--- src/rtl/spi_frame_receiver.sv ---
// Receive side of the 3-wire serial link: oversamples CS/SCLK/SDI in the CLK domain and
// deserialises one WIDTH-bit word per chip-select frame (LSB first) onto a valid/ready port.
module spi_frame_receiver #(
    parameter int WIDTH       = 16,
    parameter int SYNC_STAGES = 2,
    parameter int CNT_W       = 16
) (
    input  logic             CLK,
    input  logic             RST,
    input  logic             P_CS_N,
    input  logic             P_SDI,
    input  logic             P_SCLK,
    output logic [WIDTH-1:0] data_out,
    output logic             data_valid,
    input  logic             data_ready,
    output logic             frame_err,
    output logic             overflow,
    input  logic             clr_overflow,
    output logic [CNT_W-1:0] frame_count
);

    localparam int BC_W = $clog2(WIDTH + 1);
    localparam logic [BC_W-1:0] BC_LAST = BC_W'(WIDTH - 1);
    localparam logic [BC_W-1:0] BC_ONE  = {{(BC_W-1){1'b0}}, 1'b1};

    typedef enum logic [1:0] {
        IDLE = 2'd0,
        RECV = 2'd1,
        FULL = 2'd2
    } state_t;

    logic [SYNC_STAGES-1:0] cs_sync_r;
    logic [SYNC_STAGES-1:0] sclk_sync_r;
    logic [SYNC_STAGES-1:0] sdi_sync_r;
    logic [SYNC_STAGES-1:0] fill_r;
    logic                   cs_s;
    logic                   sclk_s;
    logic                   sdi_s;
    logic                   cs_prev_r;
    logic                   sclk_prev_r;
    logic                   armed_r;
    logic                   cs_fall_r;
    logic                   cs_rise_r;
    logic                   sclk_fall_r;
    logic                   sdi_d_r;

    state_t                 state_r;
    state_t                 state_s;
    logic                   start_s;
    logic                   shift_en_s;
    logic                   extra_set_s;
    logic                   err_s;
    logic                   complete_s;
    logic                   load_s;
    logic                   drop_s;

    logic [WIDTH-1:0]       shift_r;
    logic [BC_W-1:0]        bit_cnt_r;
    logic                   extra_r;
    logic [WIDTH-1:0]       data_out_r;
    logic                   data_valid_r;
    logic                   frame_err_r;
    logic                   overflow_r;
    logic [CNT_W-1:0]       frame_count_r;

    assign cs_s   = cs_sync_r[SYNC_STAGES-1];
    assign sclk_s = sclk_sync_r[SYNC_STAGES-1];
    assign sdi_s  = sdi_sync_r[SYNC_STAGES-1];

    // Pin synchronisers; fill_r marks when the CS chain holds real pin samples rather than reset values
    always_ff @(posedge CLK or posedge RST) begin
        if (RST) begin
            cs_sync_r   <= {SYNC_STAGES{1'b1}};
            sclk_sync_r <= {SYNC_STAGES{1'b0}};
            sdi_sync_r  <= {SYNC_STAGES{1'b0}};
            fill_r      <= {SYNC_STAGES{1'b0}};
        end else begin
            cs_sync_r   <= {cs_sync_r[SYNC_STAGES-2:0], P_CS_N};
            sclk_sync_r <= {sclk_sync_r[SYNC_STAGES-2:0], P_SCLK};
            sdi_sync_r  <= {sdi_sync_r[SYNC_STAGES-2:0], P_SDI};
            fill_r      <= {fill_r[SYNC_STAGES-2:0], 1'b1};
        end
    end

    // Registered edge strobes; a CS fall only counts once CS has been seen high since reset,
    // so a frame interrupted by reset is never picked up half-way through
    always_ff @(posedge CLK or posedge RST) begin
        if (RST) begin
            cs_prev_r   <= 1'b1;
            sclk_prev_r <= 1'b0;
            armed_r     <= 1'b0;
            cs_fall_r   <= 1'b0;
            cs_rise_r   <= 1'b0;
            sclk_fall_r <= 1'b0;
            sdi_d_r     <= 1'b0;
        end else begin
            cs_prev_r   <= cs_s;
            sclk_prev_r <= sclk_s;
            armed_r     <= armed_r | (fill_r[SYNC_STAGES-1] & cs_s);
            cs_fall_r   <= armed_r & cs_prev_r & ~cs_s;
            cs_rise_r   <= ~cs_prev_r & cs_s;
            sclk_fall_r <= sclk_prev_r & ~sclk_s;
            sdi_d_r     <= sdi_s;
        end
    end

    // FSM state register
    always_ff @(posedge CLK or posedge RST) begin
        if (RST) begin
            state_r <= IDLE;
        end else begin
            state_r <= state_s;
        end
    end

    // FSM next-state logic
    always_comb begin
        state_s = state_r;
        case (state_r)
            IDLE: begin
                if (cs_fall_r) begin
                    state_s = RECV;
                end else begin
                    state_s = IDLE;
                end
            end
            RECV: begin
                if (cs_rise_r) begin
                    state_s = IDLE;
                end else if (sclk_fall_r && (bit_cnt_r == BC_LAST)) begin
                    state_s = FULL;
                end else begin
                    state_s = RECV;
                end
            end
            FULL: begin
                if (cs_rise_r) begin
                    state_s = IDLE;
                end else begin
                    state_s = FULL;
                end
            end
            default: state_s = IDLE;
        endcase
    end

    // FSM output strobes
    always_comb begin
        start_s     = 1'b0;
        shift_en_s  = 1'b0;
        extra_set_s = 1'b0;
        err_s       = 1'b0;
        complete_s  = 1'b0;
        case (state_r)
            IDLE: begin
                start_s = cs_fall_r;
            end
            RECV: begin
                shift_en_s = sclk_fall_r & ~cs_rise_r;
                err_s      = cs_rise_r;
            end
            FULL: begin
                extra_set_s = sclk_fall_r & ~cs_rise_r;
                err_s       = cs_rise_r & extra_r;
                complete_s  = cs_rise_r & ~extra_r;
            end
            default: begin
                start_s = 1'b0;
            end
        endcase
    end

    // Shift register, bit counter and long-frame flag
    always_ff @(posedge CLK or posedge RST) begin
        if (RST) begin
            shift_r   <= {WIDTH{1'b0}};
            bit_cnt_r <= {BC_W{1'b0}};
            extra_r   <= 1'b0;
        end else if (start_s) begin
            shift_r   <= {WIDTH{1'b0}};
            bit_cnt_r <= {BC_W{1'b0}};
            extra_r   <= 1'b0;
        end else if (shift_en_s) begin
            shift_r   <= {sdi_d_r, shift_r[WIDTH-1:1]};
            bit_cnt_r <= bit_cnt_r + BC_ONE;
        end else if (extra_set_s) begin
            extra_r   <= 1'b1;
        end else begin
            extra_r   <= extra_r;
        end
    end

    assign load_s = complete_s & (~data_valid_r | data_ready);
    assign drop_s = complete_s & data_valid_r & ~data_ready;

    // Output word, handshake, status and good-frame counter
    always_ff @(posedge CLK or posedge RST) begin
        if (RST) begin
            data_out_r    <= {WIDTH{1'b0}};
            data_valid_r  <= 1'b0;
            frame_err_r   <= 1'b0;
            overflow_r    <= 1'b0;
            frame_count_r <= {CNT_W{1'b0}};
        end else begin
            frame_err_r <= err_s;
            if (load_s) begin
                data_out_r    <= shift_r;
                data_valid_r  <= 1'b1;
                frame_count_r <= frame_count_r + {{(CNT_W-1){1'b0}}, 1'b1};
            end else if (data_ready) begin
                data_valid_r  <= 1'b0;
            end else begin
                data_valid_r  <= data_valid_r;
            end
            if (drop_s) begin
                overflow_r <= 1'b1;
            end else if (clr_overflow) begin
                overflow_r <= 1'b0;
            end else begin
                overflow_r <= overflow_r;
            end
        end
    end

    assign data_out    = data_out_r;
    assign data_valid  = data_valid_r;
    assign frame_err   = frame_err_r;
    assign overflow    = overflow_r;
    assign frame_count = frame_count_r;

endmodule
--- config.mk ---
export PLATFORM = sky130hd
export DESIGN_NAME = spi_frame_receiver
export DESIGN_NICKNAME = d
export VERILOG_FILES = /design/src/rtl/spi_frame_receiver.sv
export SDC_FILE = /design/constraint.sdc
export NUM_CORES = 1
export LEC_CHECK = 0
export CORE_ASPECT_RATIO = 1.75
export CORE_MARGIN = 10
export CORE_UTILIZATION = 48
export CTS_CLUSTER_SIZE = 24
export DETAILED_ROUTE_END_ITERATION = 10
export GPL_ROUTABILITY_DRIVEN = 0
export HOLD_SLACK_MARGIN = 0.1
export PLACE_DENSITY_LB_ADDON = 0.25
export SYNTH_ARGS = -nofsm -noshare
export SYNTH_HDL_FRONTEND = slang
export SYNTH_SLANG_ARGS = --single-unit
--- constraint.sdc ---
create_clock -name CLK -period 2.5 [get_ports CLK]
set_input_delay 0.5 -clock CLK [delete_from_list [all_inputs] [get_ports CLK]]
set_output_delay 0.5 -clock CLK [all_outputs]
set_load 0.01 [all_outputs]
==> flow_metrics.env <==
export IMPL_status="complete, no violations"
export IMPL_crit_path_start_kind="register"
export IMPL_start_util_pct=49.3
export IMPL_clk_path_buf_depth=2
export IMPL_fillers=484
export IMPL_drive_gt1_share_pct=16.1
export IMPL_postRouteAntennaNets=0
export IMPL_synthToLayoutAreaGrowth_pct=25.7
export IMPL_cp_data_required_time_ns=2.77
export IMPL_intPower_mw=1.80
export IMPL_die_y_um=123
export IMPL_drt_initial_drc_count=51
export IMPL_grt_pass1_vias=1926
export IMPL_slew_headroom_pct=51.9
export IMPL_crit_fanout=6
export IMPL_leakagePower_nw=1.67
export IMPL_drv_slew=0
export IMPL_skew_ns=0.00732
export IMPL_crit_type="reg2reg"
export IMPL_placement_io_buffers=41
export IMPL_cp_arrival_ns=2.27
export IMPL_numCtsBuffers=9
export IMPL_clk_latency_ns=0.34
export IMPL_drt_wl_total_um=5450
export IMPL_max_clock_freq_ghz=0.501
export IMPL_cts_setup_buffers=0
export IMPL_grt_pass1_wl_um=9370
export IMPL_ys_ff_latch=74
export IMPL_via_count=1876
export IMPL_rsz0062_at_grt="no"
export IMPL_cts_resized=0
export IMPL_num_rows=37
export IMPL_drt_vias_per_instance=4.99
export IMPL_fin_cells=376
export IMPL_p_comb_share_pct=5.5
export IMPL_cp_end_kind="register"
export IMPL_period_share_pct=79.8
export IMPL_synthCells=242
export IMPL_hp_class="reg2reg"
export IMPL_layout_setup_ws_ns=0.504
export IMPL_synth_most_common_cell="dfrtp_1"
export IMPL_first_pass_iters=4
export IMPL_grt_overflow=0
export IMPL_worst_slew_pin_slew_ns=0.720
export IMPL_power_share_sequential_pct=54.3
export IMPL_critPathLaunch="state_r[0]$_DFF_PP0_"
export IMPL_yosysTopAreaCell="dfrtp_1"
export IMPL_cts_tree="built"
export IMPL_synth_area_leaders="dfrtp_1, mux2_2, nand2_1, a21oi_1, ha_1"
export IMPL_place_hpwl_um=3800
export IMPL_rr_startpoint="state_r[0]$_DFF_PP0_"
export IMPL_fin_nets=307
export IMPL_power_share_clock_pct=40.2
export IMPL_dp_worst_setup_slack_ns=0.387
export IMPL_synth_common_cells="dfrtp_1, nand2_1, a21oi_1, mux2_2"
export IMPL_die_area_mm2=0.00967
export IMPL_synthArstFlopShare_pct=100
export IMPL_cts_root_buf="clkbuf_8"
export IMPL_utilization_pct=62.0
export IMPL_syn_avg_cell_area_um2=12.0
export IMPL_period_minus_slack_ns=2.00
export IMPL_wl_per_cell_um=14.5
export IMPL_yosys_warnings=0
export IMPL_ir_drop_v=0.000492
export IMPL_antennaDiodeCount=0
export IMPL_coreArea_mm2=0.00588
export IMPL_syn_nets=256
export IMPL_die_x_um=78.7
export IMPL_clk_pin_slew_ns=0.08
export IMPL_switching_share_pct=22.9
export IMPL_ios=42
export IMPL_grt_max_degree=35
export IMPL_maxCapViolCount=0
export IMPL_hold_viol_final=0
export IMPL_power_density_mw_per_mm2=639
export IMPL_power_total_mw=2.33
export IMPL_netSwitchingPower_uw=533
export IMPL_antenna_found_initial=0
export IMPL_synthFlopType="dfrtp_1"
export IMPL_clock_sinks=74
export IMPL_synth_edf_count=0
export IMPL_synth_area_mm2=0.00290
export IMPL_yosysSeqAreaShare_pct=64.0
export IMPL_hp_start="fill_r[0]$_DFF_PP0_"
export IMPL_grt_total_usage_pct=12.4
export IMPL_setup_viol=0
export IMPL_fin_tns_setup_ns=0
export IMPL_post_place_cells=360
export IMPL_drc=0
export IMPL_htreeDepth=3
export IMPL_ys_types=32
export IMPL_hold_buffers=0
export IMPL_synth_top_area_share_pct=61.3
==> worst max-delay path, cell delays in order, from the launching register on <==
cell	delay (ns)
dfrtp_1	0.40
inv_1	0.09
ha_1	0.27
nand3b_4	0.14
or4b_4	0.57
nor4_2	0.29
xor2_1	0.16
==> power by group through the flow <==
stage	clock network, mW	registers [mW]	logic, mW
finish	0.936	1.27	0.128
CTS	0.955	1.27	0.132
detailed placement	0	1.29	0.131
floorplan	0	1.28	0.0891
global route	1.01	1.27	0.150
global placement	0	1.29	0.125
==> routing by layer <==
metal / part of all wire (%) / vias up / wire length, um / track usage [%]
met1: 40 / 926 / 2170 / 13.4
met4: 1.9 / 0 / 102 / 6.08
li1: - / 900 / - / -
met2: 51 / 43 / 2780 / 20.3
met3: 7.3 / 7 / 395 / 5.27
met5: 0 / - / 0 / 0
==> sequential cells by signal, indices dropped and copies added (netlist names) <==
register,cells
armed_r,1
bit_cnt_r,5
cs_fall_r,1
cs_prev_r,1
cs_rise_r,1
cs_sync_r,2
data_out,16
data_valid,1
extra_r,1
fill_r,2
frame_count,16
frame_err,1
overflow,1
sclk_fall_r,1
sclk_prev_r,1
sclk_sync_r,2
sdi_d_r,1
sdi_sync_r,2
shift_r,16
state_r,2
==> logic make-up (layout without fill, tap and decap cells) <==
kind of cell,after synthesis,in the layout,synth area share (%)
adders and majority gates,7,7,3.02
buffers and inverters,16,72,2.11
other,1,1,0.129
and+or+nand+nor,85,85,14.1
AOI/OAI and AO/OA,24,24,4.62
xor gates and xnor gates,18,18,5.44
DFF,74,74,64.0
muxes,17,17,6.60
==> stage by stage <==
step / hold WS [ns] / instance area [um2]
floorplan: 0.331 / 2900
CTS: 0.351 / 3640
finish: 0.350 / 3640
detailed placement: 0.335 / 3440
global placement: 0.332 / 3440
global route: 0.357 / 3640
==> path summary, 6_finish.rpt <==
| path | endpoint | slack (ns) | cells after the start |
|---|---|---|---|
| worst min register to register | fill_r[1]$_DFF_PP0_ | 0.35 | 0 |
| worst min-delay path | fill_r[1]$_DFF_PP0_ | 0.35 | 0 |
| worst max register to register | frame_count[11]$_DFFE_PP0P_ | 0.50 | 6 |
| min in group asynchronous | frame_count[12]$_DFFE_PP0P_ | 0.59 | 2 |
| worst max-delay path | frame_count[11]$_DFFE_PP0P_ | 0.50 | 6 |
| max in group asynchronous | shift_r[10]$_DFFE_PP0P_ | 1.30 | 3 |
==> placed cells by master, fill, tap and decap left out, types with 2 or more instances in the layout <==
master           count
a21oi_1             18
and2_1               2
and3_1               2
buf_4                6
clkbuf_8            11
clkdlybuf4s50_1     41
clkinv_2             3
dfrtp_1             71
dfstp_2              3
ha_1                 7
inv_1                7
mux2_2              17
nand2_1             47
nand3_1              5
nand4_1              5
nor2_1              10
nor2b_1              3
nor3_1               4
xnor2_1             10
xor2_1               8
==> layout make-up <==
class | count | area (um2) | area share, %
clock buffer | 11 | 151 | 4.15
clock inverter | 5 | 52.6 | 1.44
inverter | 8 | 30.0 | 0.824
multi-input combinational | 152 | 982 | 26.9
sequential | 74 | 1860 | 50.9
tap | 78 | 97.6 | 2.68
timing repair buffer | 48 | 475 | 13.0
(Power assumes the default switching activity.)
